**config.mk**
```make
export PLATFORM = sky130hd
export DESIGN_NAME = controle_contador
export DESIGN_NICKNAME = d
export VERILOG_FILES = /design/src/rtl/controle_contador.sv
export SDC_FILE = /design/constraint.sdc
export NUM_CORES = 1
export LEC_CHECK = 0
export BUFFER_PORTS_ARGS = -buffer_cell sky130_fd_sc_hd__buf_2
export CAP_MARGIN = 0
export CORE_MARGIN = 2
export CORE_UTILIZATION = 46
export CTS_CLUSTER_SIZE = 10
export DETAILED_ROUTE_END_ITERATION = 16
export PLACE_DENSITY_LB_ADDON = 0.12
export SKIP_LAST_GASP = 1
export SLEW_MARGIN = 40
export SYNTH_ARGS = -nofsm -noshare
export SYNTH_HDL_FRONTEND = slang
export SYNTH_SLANG_ARGS = --single-unit
```
**constraint.sdc**
```tcl
create_clock -name clk -period 1.75 [get_ports clk]
set_input_delay 0.175 -clock clk [delete_from_list [all_inputs] [get_ports clk]]
set_output_delay 0.175 -clock clk [all_outputs]
set_load 0.02 [all_outputs]
```
**src/rtl/controle_contador.sv**
```systemverilog
// controle_contador: start/stop/load sequencer owning a prescaled, bounded up/down count register
module controle_contador #(
  parameter int WIDTH = 5,
  parameter int DIV   = 1
) (
  input  logic             clk,
  input  logic             reset,
  input  logic             start,
  input  logic             stop,
  input  logic             load,
  input  logic [WIDTH-1:0] din,
  input  logic [WIDTH-1:0] limit,
  input  logic             up,
  input  logic             auto_reload,
  output logic [WIDTH-1:0] Q,
  output logic             busy,
  output logic             done,
  output logic [1:0]       state
);
  localparam int PW = (DIV > 1) ? $clog2(DIV) : 1;
  localparam logic [PW-1:0] LAST = PW'(DIV - 1);
  typedef enum logic [1:0] {IDLE = 2'b00, RUN = 2'b01, PAUSE = 2'b10, DONE = 2'b11} state_t;
  state_t state_q;
  logic [WIDTH-1:0] q_q, base_q, step_d;
  logic [PW-1:0] presc_q, presc_d;
  logic busy_q, done_q, tick_d;
  // prescaler wrap detection and the next count value in the selected direction
  always_comb begin
    tick_d  = presc_q == LAST;
    presc_d = tick_d ? '0 : presc_q + PW'(1);
    step_d  = up ? q_q + WIDTH'(1) : q_q - WIDTH'(1);
  end
  // command sequencing: load owns the datapath that cycle but a simultaneous stop still moves the state
  always_ff @(posedge clk) begin
    if (!reset) begin
      state_q <= IDLE;
      q_q     <= '0;
      base_q  <= '0;
      presc_q <= '0;
      busy_q  <= 1'b0;
      done_q  <= 1'b0;
    end else begin
      done_q <= 1'b0;
      if (load) begin
        q_q     <= din;
        base_q  <= din;
        presc_q <= '0;
        if (stop && state_q == RUN) begin
          state_q <= PAUSE;
          busy_q  <= 1'b0;
        end else if (stop && state_q == DONE) begin
          state_q <= IDLE;
        end
      end else begin
        case (state_q)
          IDLE: if (start && !stop) begin
            state_q <= RUN;
            busy_q  <= 1'b1;
            base_q  <= q_q;
            presc_q <= '0;
          end
          RUN: if (stop) begin
            state_q <= PAUSE;
            busy_q  <= 1'b0;
          end else begin
            presc_q <= presc_d;
            if (tick_d && q_q == limit) begin
              done_q <= 1'b1;
              if (auto_reload) q_q <= base_q;
              else begin
                state_q <= DONE;
                busy_q  <= 1'b0;
              end
            end else if (tick_d) q_q <= step_d;
          end
          PAUSE: if (start && !stop) begin
            state_q <= RUN;
            busy_q  <= 1'b1;
          end
          DONE: if (stop) state_q <= IDLE;
          else if (start) begin
            state_q <= RUN;
            busy_q  <= 1'b1;
            q_q     <= base_q;
            presc_q <= '0;
          end
        endcase
      end
    end
  end
  assign Q     = q_q;
  assign busy  = busy_q;
  assign done  = done_q;
  assign state = state_q;
endmodule
```
==> results.toml, run 1 <==
[timing]
relSlewSlack_pct = 69.11
fin_tns_setup_ns = 0
min_period_ns = 1.548
maxSlewViolCount = 0
setup_viol = 0
tightest_slew_ns = 0.4629
rsz0062_at_grt = "no"
fin_crit_sh_pct = 88.43
setup_slack_ns = 0.2025
hold_violations = 0
skew_ns = 0.005627
max_freq_mhz = 646.2

[routing]
wl_per_cell_um = 13.82
vias_per_cell = 5.549
vias = 910
drt_wl_total_mm = 2.266
drc_errors = 0
first_pass_iters = 4
ant_nets = 0
drtIter0Drc = 13

[power]
p_leak_nw = 0.5097
power_density_nw_per_um2 = 788.2
peakVddDrop_mv = 0.3567

[critical_path]
cp.required_ns = 1.97
cp_max_fo = 3
crit_path_top_delay_cell = "fa_2"
worstPathCellList = "inv_1 -> fa_2 -> nand2b_1 -> a21oi_2 -> xnor2_1 -> nor3_1 -> o31ai_1"
critPathTopFamily = "adder cells"
worst-r2r-setup-slack_ns = 0.20
slowest_delay_ns = 0.39
arrival_ns = 1.77
crit_path_start_kind = "flip-flop"
critical_path_class = "flip-flop to flip-flop"
crit_path_end_kind = "flip-flop"
path_buf_inv = 1

[run_status]
status = "complete, no violations"

[layout]
final_nets = 159
antenna_cells = 0
final_cell_mix = "buf_2, dfxtp_1, nand2_1, xnor2_1, o21ai_0"
seq_area_um2 = 285.3
area_growth_pct = 21.45
fillCellCount = 206
multi_input_area_um2 = 640.6
layout-drive-gt1-share_pct = 30.66
final_common_cell = "buf_2"

[placement]
port_buffers = 25
dp_hpwl_mm = 1.702
gp_congestion = 0.8229
post-place-ws_ns = 0.07908

[floorplan]
std_cell_rows = 16
boundaryPins = 26
die_w_um = 49.47
start_util_pct = 48.47
chipHeight_um = 49.47
core_area_um2 = 1962
die_area_um2 = 2447

[logic_synthesis]
synth-seq-cells = 14
yosysTopAreaCellShare_pct = 29.47
yosysSeqAreaShare_pct = 29.47
yosysTopAreaCell = "dfxtp_1"
syn_inst = 110
netlist_area_um2 = 950.9
synth_area_per_cell_um2 = 8.645
ys_top_cells_by_area = "dfxtp_1, mux2i_1, xnor2_1, o21ai_0, nand2_1"
syn_nets = 131
synth_warnings = 0
synthDistinctLibCells = 35

[clock_tree]
clock_path_buffers = 2
cts_sinks = 14
cts.clk_slew.worst_paths_ns = 0.10
htree_num_levels = 1
cts_tree = "built"
cts_inserted_buffers = 3
clk_latency_ns = 0.30
post-cts-setup-buffers = 0
clockRootBuffer = "clkbuf_4"

[run]
drv_cap = 0

[global_routing]
grt_max_degree = 18
grt.overflow.total = 0
grt_pass1_wl_mm = 3.691
gr-usage-all-layers_pct = 20.15
antenna_found_initial = 0
grt_pass1_vias = 815

[hold_path]
hold_path.class = "input pin to flip-flop"
==> through the flow <==
| step | hold WS, ns | instances | total power [W] | util, % | area (um2) |
|---|---|---|---|---|---|
| floorplan | 0.3128 | 110 | 0.0005805 | - | 953.4 |
| global placement | 0.4117 | 160 | 0.0006584 | 56.57 | 1110 |
| detailed placement | 0.4253 | 160 | 0.0006610 | 56.57 | 1110 |
| CTS | 0.1141 | 164 | 0.0009077 | 58.42 | 1146 |
| global route | 0.1183 | 164 | 0.0009623 | 58.86 | 1155 |
| finish | 0.1114 | 164 | 0.0009103 | 58.86 | 1155 |
==> flip-flops by register name, indices dropped and copies added (netlist names) <==
register	flops
Q	5
base_q	5
busy	1
done	1
state	2
==> final timing paths <==
| check | depth (start not counted) | from | end |
|---|---|---|---|
| max reg2reg | 7 | Q[0] | Q[4] |
| min | 3 | din[2] | Q[2] |
| max | 7 | Q[0] | Q[4] |
| min reg2reg | 2 | busy | busy |
==> worst min-delay path: cells and delay by family <==
kind	cells	cell delay, ns
buffers and inverters	1	0.08
AO/OA/AOI/OAI	1	0.06
AND/OR/NAND/NOR	1	0.05
==> cells in the mapped netlist <==
cell / number
nor4_1: 1
nand3_2: 1
xor2_1: 1
inv_1: 5
clkbuf_2: 1
a21oi_1: 8
nor2_1: 5
o211ai_1: 2
o21ai_0: 9
and3_4: 1
ha_1: 3
nor3_1: 3
a21boi_4: 1
clkbuf_1: 2
o221ai_1: 3
mux2i_1: 7
o211a_1: 1
xnor2_1: 8
and2_4: 1
a31oi_1: 2
or2_2: 1
o31ai_1: 1
nand2_1: 12
a21boi_0: 1
o311ai_0: 1
nor4b_4: 1
o311a_1: 1
nand2b_1: 4
dfxtp_1: 14
a21o_1: 1
nand3_1: 4
a31oi_4: 1
fa_1: 1
nor3b_1: 1
buf_2: 1
==> layout make-up <==
cell class              instances  area share (%)
flip-flops and latches         14           24.70
multi-input cells              87           55.47
well taps                      27           2.925
inverters                       5           1.625
clock buffers                   4           3.142
repair buffers                 27           12.13
==> routing by layer <==
metal	global-route usage [%]	routed length (um)	vias to the layer above
met2	29.95	1043	35
met4	10.65	53	0
met1	26.62	1032	414
li1	-	-	454
met5	0	0	-
met3	5.455	136	7
==> kinds of logic after synthesis <==
kind of cell | Yosys count | share of synthesized area [%]
buffers and inverters | 9 | 3.815
muxes | 7 | 7.369
and+or+nand+nor | 35 | 20.79
xor gates and xnor gates | 9 | 8.290
adders and majority gates | 4 | 6.053
AOI/OAI and AO/OA | 32 | 24.21
DFF | 14 | 29.47
==> report_power, final <==
part	internal [W]	switching, W	total (W)
Sequential	0.000345	0.0000258	0.000370
Clock	0.000127	0.000125	0.000252
Combinational	0.000130	0.000158	0.000288
Total	0.000602	0.000309	0.000910
==> timing repair <==
item | in CTS | in global routing
gates resized for setup | 0 | 4
endpoints found under the setup margin | 0 | 2
hold buffers | 0 | 0
Note: power is estimated with default switching activity, not from simulation.
==> run 2, diff against run 1 <==
--- a/config.mk
+++ b/config.mk
@@ -8,7 +8,8 @@
 export BUFFER_PORTS_ARGS = -buffer_cell sky130_fd_sc_hd__buf_2
 export CAP_MARGIN = 0
 export CORE_MARGIN = 2
-export CORE_UTILIZATION = 46
+export CORE_UTILIZATION = 48
+export CTS_BUF_LIST = sky130_fd_sc_hd__clkbuf_8
 export CTS_CLUSTER_SIZE = 10
 export DETAILED_ROUTE_END_ITERATION = 16
 export PLACE_DENSITY_LB_ADDON = 0.12
==> run 2 against run 1 <==
Compared with the run above: setup slack worse by 0.046 ns; global-route usage fell by 0.39 points; count of clock-buffer cells in the layout down 1; flip-flop and latch count unchanged; non-clock buffer count increased by 1; largest cell class unchanged.
==> results.toml, run 2 (same netlist as run 1, synthesis figures left out) <==
[layout]
final_cell_mix = "buf_2, dfxtp_1, nand2_1, o21ai_0, xnor2_1"
fillCellCount = 182
final_common_cell = "buf_2"
post-route-util_pct = 60.61
multi_input_area_um2 = 640.6
layout-drive-gt1-share_pct = 30.66
final_nets = 160
stdcell_count = 164
seq_area_um2 = 282.8
antenna_cells = 0
fin_area_um2 = 1165
area_growth_pct = 22.50

[power]
power.switching_w = 0.0002968
comb_power_share_pct = 31.1
p_clk_share_pct = 28.8
peakVddDrop_mv = 0.4279
swShare_pct = 32.01
power_density_nw_per_um2 = 796.1
p_seq_share_pct = 40.1
p_int_w = 0.0006305
p_leak_nw = 0.5147

[placement]
dp_cells = 161
placed_area_um2 = 1117
post-place-ws_ns = 0.1014
port_buffers = 25
gp_congestion = 0.8300
dp_hpwl_mm = 1.666

[critical_path]
crit_path_top_delay_cell = "dfxtp_2"
crit_path_start_kind = "flip-flop"
critical_path_class = "flip-flop to flip-flop"
r2r-start = "Q[0]"
cp_max_fo = 4
arrival_ns = 1.70
crit_path_end_kind = "flip-flop"
slowest_delay_ns = 0.32
worstPathCellList = "buf_4 -> xnor2_1 -> and2_4 -> nand2_1 -> o311ai_0 -> a21boi_0"
cp.required_ns = 1.86
cp-startpoint = "Q[0]"

[hold_path]
min-delay-start = "din[1]"
hold_path.class = "input pin to flip-flop"

[global_routing]
grt.overflow.total = 0
gr-usage-all-layers_pct = 19.76
grt_max_degree = 18
grt_pass1_vias = 816
grt_pass1_wl_mm = 3.567
antenna_found_initial = 0

[floorplan]
core_area_um2 = 1922
start_util_pct = 49.48
die_w_um = 48.51
die_area_um2 = 2353
std_cell_rows = 16
boundaryPins = 26
chipHeight_um = 48.51

[timing]
setup_slack_ns = 0.1567
setup_viol = 0
rsz0062_at_grt = "no"
min_period_ns = 1.593
fin_tns_setup_ns = 0
max_freq_mhz = 627.6
maxSlewViolCount = 0
relSlewSlack_pct = 76.70
fin_crit_sh_pct = 91.05
tightest_slew_ns = 0.3458
skew_ns = 0.001752
hold_violations = 0

[routing]
ant_nets = 0
vias_per_cell = 5.329
drtIter0Drc = 19
drt_wl_total_mm = 2.128
wl_per_cell_um = 12.98
vias = 874
drc_errors = 0
first_pass_iters = 4

[clock_tree]
clk_latency_ns = 0.25
cts.clk_slew.worst_paths_ns = 0.06
cts_sinks = 14
post_cts_resize_count = 0
clockRootBuffer = "clkbuf_8"
post-cts-setup-buffers = 0
htree_num_levels = 1
cts_inserted_buffers = 3
cts_tree = "built"
cts.hold.buffers_added = 0
clock_path_buffers = 2

[run]
drv_cap = 0

[run_status]
status = "complete, no violations"
## run 2: cell type report
cell class	instances	area share, %
Clock buffer	3	3.545
Inverter	5	1.611
Multi-Input combinational cell	87	54.99
Sequential cell	14	24.27
Tap cell	27	2.900
Timing Repair Buffer	28	12.67
## run 2: worst paths after layout
check | endpoint | slack, ns | cells after the start
setup / recovery | busy | 0.16 | 6
hold / removal | base_q[1] | 0.17 | 2
setup reg to reg | busy | 0.16 | 6
hold reg to reg | busy | 0.54 | 2
## run 2: critical path, delay by kind of cell, from the launching register on
kind | cells | cell delay [ns]
flip-flops | 1 | 0.32
AND/OR/NAND/NOR | 2 | 0.31
AO/OA/AOI/OAI | 2 | 0.45
buffers and inverters | 1 | 0.14
XOR/XNOR | 1 | 0.24
## run 2: per-layer routing
metal	track usage, %	share of wire, %	vias up
li1	-	-	456
met1	25.44	47	393
met2	32.87	48	23
met3	4.012	3.9	2
met4	7.143	0.75	0
met5	0	0	-
## run 2: power by group through the flow
| stage | logic [W] | registers (W) | clock network (W) |
|---|---|---|---|
| final | 0.000288 | 0.000372 | 0.000267 |
| after global routing | 0.000318 | 0.000376 | 0.000286 |
| after CTS | 0.000287 | 0.000372 | 0.000271 |
| after detailed placement | 0.000284 | 0.000378 | 0 |
| after global placement | 0.000280 | 0.000377 | 0 |
| after floorplan | 0.000185 | 0.000396 | 0 |
## run 2: stage by stage
stage,total power [W],hold slack [ns]
global placement,0.0006577,0.4172
global route,0.0009801,0.1972
floorplan,0.0005805,0.3128
finish,0.0009273,0.1708
detailed placement,0.0006623,0.4262
CTS,0.0009291,0.1730
==> run 3, diff against run 2 <==
--- a/config.mk
+++ b/config.mk
@@ -5,13 +5,14 @@
 export SDC_FILE = /design/constraint.sdc
 export NUM_CORES = 1
 export LEC_CHECK = 0
-export BUFFER_PORTS_ARGS = -buffer_cell sky130_fd_sc_hd__buf_2
+export ABC_CLOCK_PERIOD_IN_PS = 1750
 export CAP_MARGIN = 0
 export CORE_MARGIN = 2
-export CORE_UTILIZATION = 48
+export CORE_UTILIZATION = 58
 export CTS_BUF_LIST = sky130_fd_sc_hd__clkbuf_8
 export CTS_CLUSTER_SIZE = 10
 export DETAILED_ROUTE_END_ITERATION = 16
+export DONT_BUFFER_PORTS = 1
 export PLACE_DENSITY_LB_ADDON = 0.12
 export SKIP_LAST_GASP = 1
 export SLEW_MARGIN = 40
==> run 3 against run 2 <==
Compared with the run above: final cell count decreased by 19%; sequential power about the same; die area decreased by 16%; flip-flop and latch count unchanged; via count decreased by 7.7%; critical endpoint is now Q[4]; largest power group unchanged.
==> results.toml, run 3 (same netlist as run 1, synthesis figures left out) <==
[layout]
final_nets = 139
seq_area_um2 = 282.8
fillCellCount = 133
stdcell_count = 133
area_growth_pct = 12.50
antenna_cells = 0
final_cell_mix = "dfxtp_1, nand2_1, o21ai_0, xnor2_1"
post-route-util_pct = 70.20
layout-drive-gt1-share_pct = 18.80
multi_input_area_um2 = 640.6

[power]
p_leak_nw = 0.4343
peakVddDrop_mv = 0.8424
power_density_nw_per_um2 = 892.0

[floorplan]
die_area_um2 = 1979
core_area_um2 = 1524
start_util_pct = 62.40
die_w_um = 44.49
chipHeight_um = 44.49
std_cell_rows = 14
boundaryPins = 26

[critical_path]
crit_path_end_kind = "flip-flop"
crit_path_start_kind = "flip-flop"
critical_path_class = "flip-flop to flip-flop"
cp_max_fo = 3
arrival_ns = 1.81
cp.required_ns = 1.91

[clock_tree]
cts.hold.buffers_added = 0
clk_latency_ns = 0.24
cts_tree = "built"
post-cts-setup-buffers = 0
cts_sinks = 14
cts_inserted_buffers = 3
htree_num_levels = 1
clockRootBuffer = "clkbuf_8"
cts.clk_slew.worst_paths_ns = 0.06
clock_path_buffers = 2

[global_routing]
top_usage_layer = "met2"
grt_pass1_vias = 812
grtUsageMet2_pct = 40.58
grt_max_degree = 18
grt.overflow.total = 0
grt_util_met3_pct = 5.306
gr-usage-all-layers_pct = 23.68
antenna_found_initial = 0
use_met1_pct = 29.18
grt_pass1_wl_mm = 3.456

[timing]
rsz0062_at_grt = "no"
fin_crit_sh_pct = 94.04
tightest_slew_ns = 0.4537
skew_ns = 0.001335
relSlewSlack_pct = 69.71
hold_violations = 0
setup_viol = 0
maxSlewViolCount = 0
min_period_ns = 1.646
fin_tns_setup_ns = 0
hold_slack_ns = 0.001788
max_freq_mhz = 607.6
setup_slack_ns = 0.1043

[placement]
port_buffers = 0
dp_cells = 129
dp_hpwl_mm = 1.550
gp_congestion = 0.8349
post-place-ws_ns = 0.05946

[routing]
vias = 807
wl_per_cell_um = 15.80
vias_per_cell = 6.068
first_pass_iters = 4
ant_nets = 0
drc_errors = 0
drt_wl_total_mm = 2.101
drtIter0Drc = 13

[hold_path]
hold_path.class = "input pin to flip-flop"

[run_status]
status = "complete, no violations"

[run]
drv_cap = 0
-- run 3: cell type report --
| type | count | share of cell area [%] |
|---|---|---|
| multi-input combinational | 87 | 59.88 |
| sequential | 14 | 26.43 |
| timing repair buffer | 7 | 4.912 |
| clock buffer | 4 | 5.146 |
| inverter | 5 | 1.754 |
| tap | 16 | 1.871 |
-- run 3: routing by layer --
metal / up-vias / part of all wire [%]
li1: 416 / -
met1: 375 / 44
met2: 14 / 51
met3: 2 / 3.6
met4: 0 / 0.67
met5: - / 0
-- run 3: path summary, 6_finish.rpt --
| kind | to | startpoint | slack (ns) | cells past startpoint |
|---|---|---|---|---|
| worst min register to register | base_q[3] | base_q[3] | 0.54 | 2 |
| worst max register to register | Q[4] | Q[0] | 0.10 | 7 |
| worst min-delay path | done | load | 0.002 | 1 |
| worst max-delay path | Q[4] | Q[0] | 0.10 | 7 |
-- run 3: per-stage QoR --
stage / instance area [um2] / power, W
after detailed placement: 1008 / 0.0006326
after global routing: 1070 / 0.0009982
final: 1070 / 0.0009542
after floorplan: 953.4 / 0.0005805
after CTS: 1064 / 0.0009515
after global placement: 1008 / 0.0006245
-- run 3: repair_timing --
item / in CTS / in global routing
gates resized for setup: 0 / 2
endpoints found under the setup margin: 0 / 1
endpoints found under the hold margin: 0 / 0
-- run 3: worst max-delay path: stages, from the launching register on --
cell,delay (ns)
dfxtp_2,0.33
inv_1,0.08
fa_2,0.41
nand2b_1,0.18
a21oi_2,0.16
xnor2_1,0.13
nor3_1,0.06
o31ai_1,0.23
-- run 3: report_power, final --
group / leakage [nW] / total, W / internal (W) / switching [W]
sequential: 0.116 / 0.000371 / 0.000345 / 0.0000256
clock: 0.0288 / 0.000321 / 0.000199 / 0.000122
combinational: 0.289 / 0.000262 / 0.000122 / 0.000140
total: 0.434 / 0.000954 / 0.000667 / 0.000287
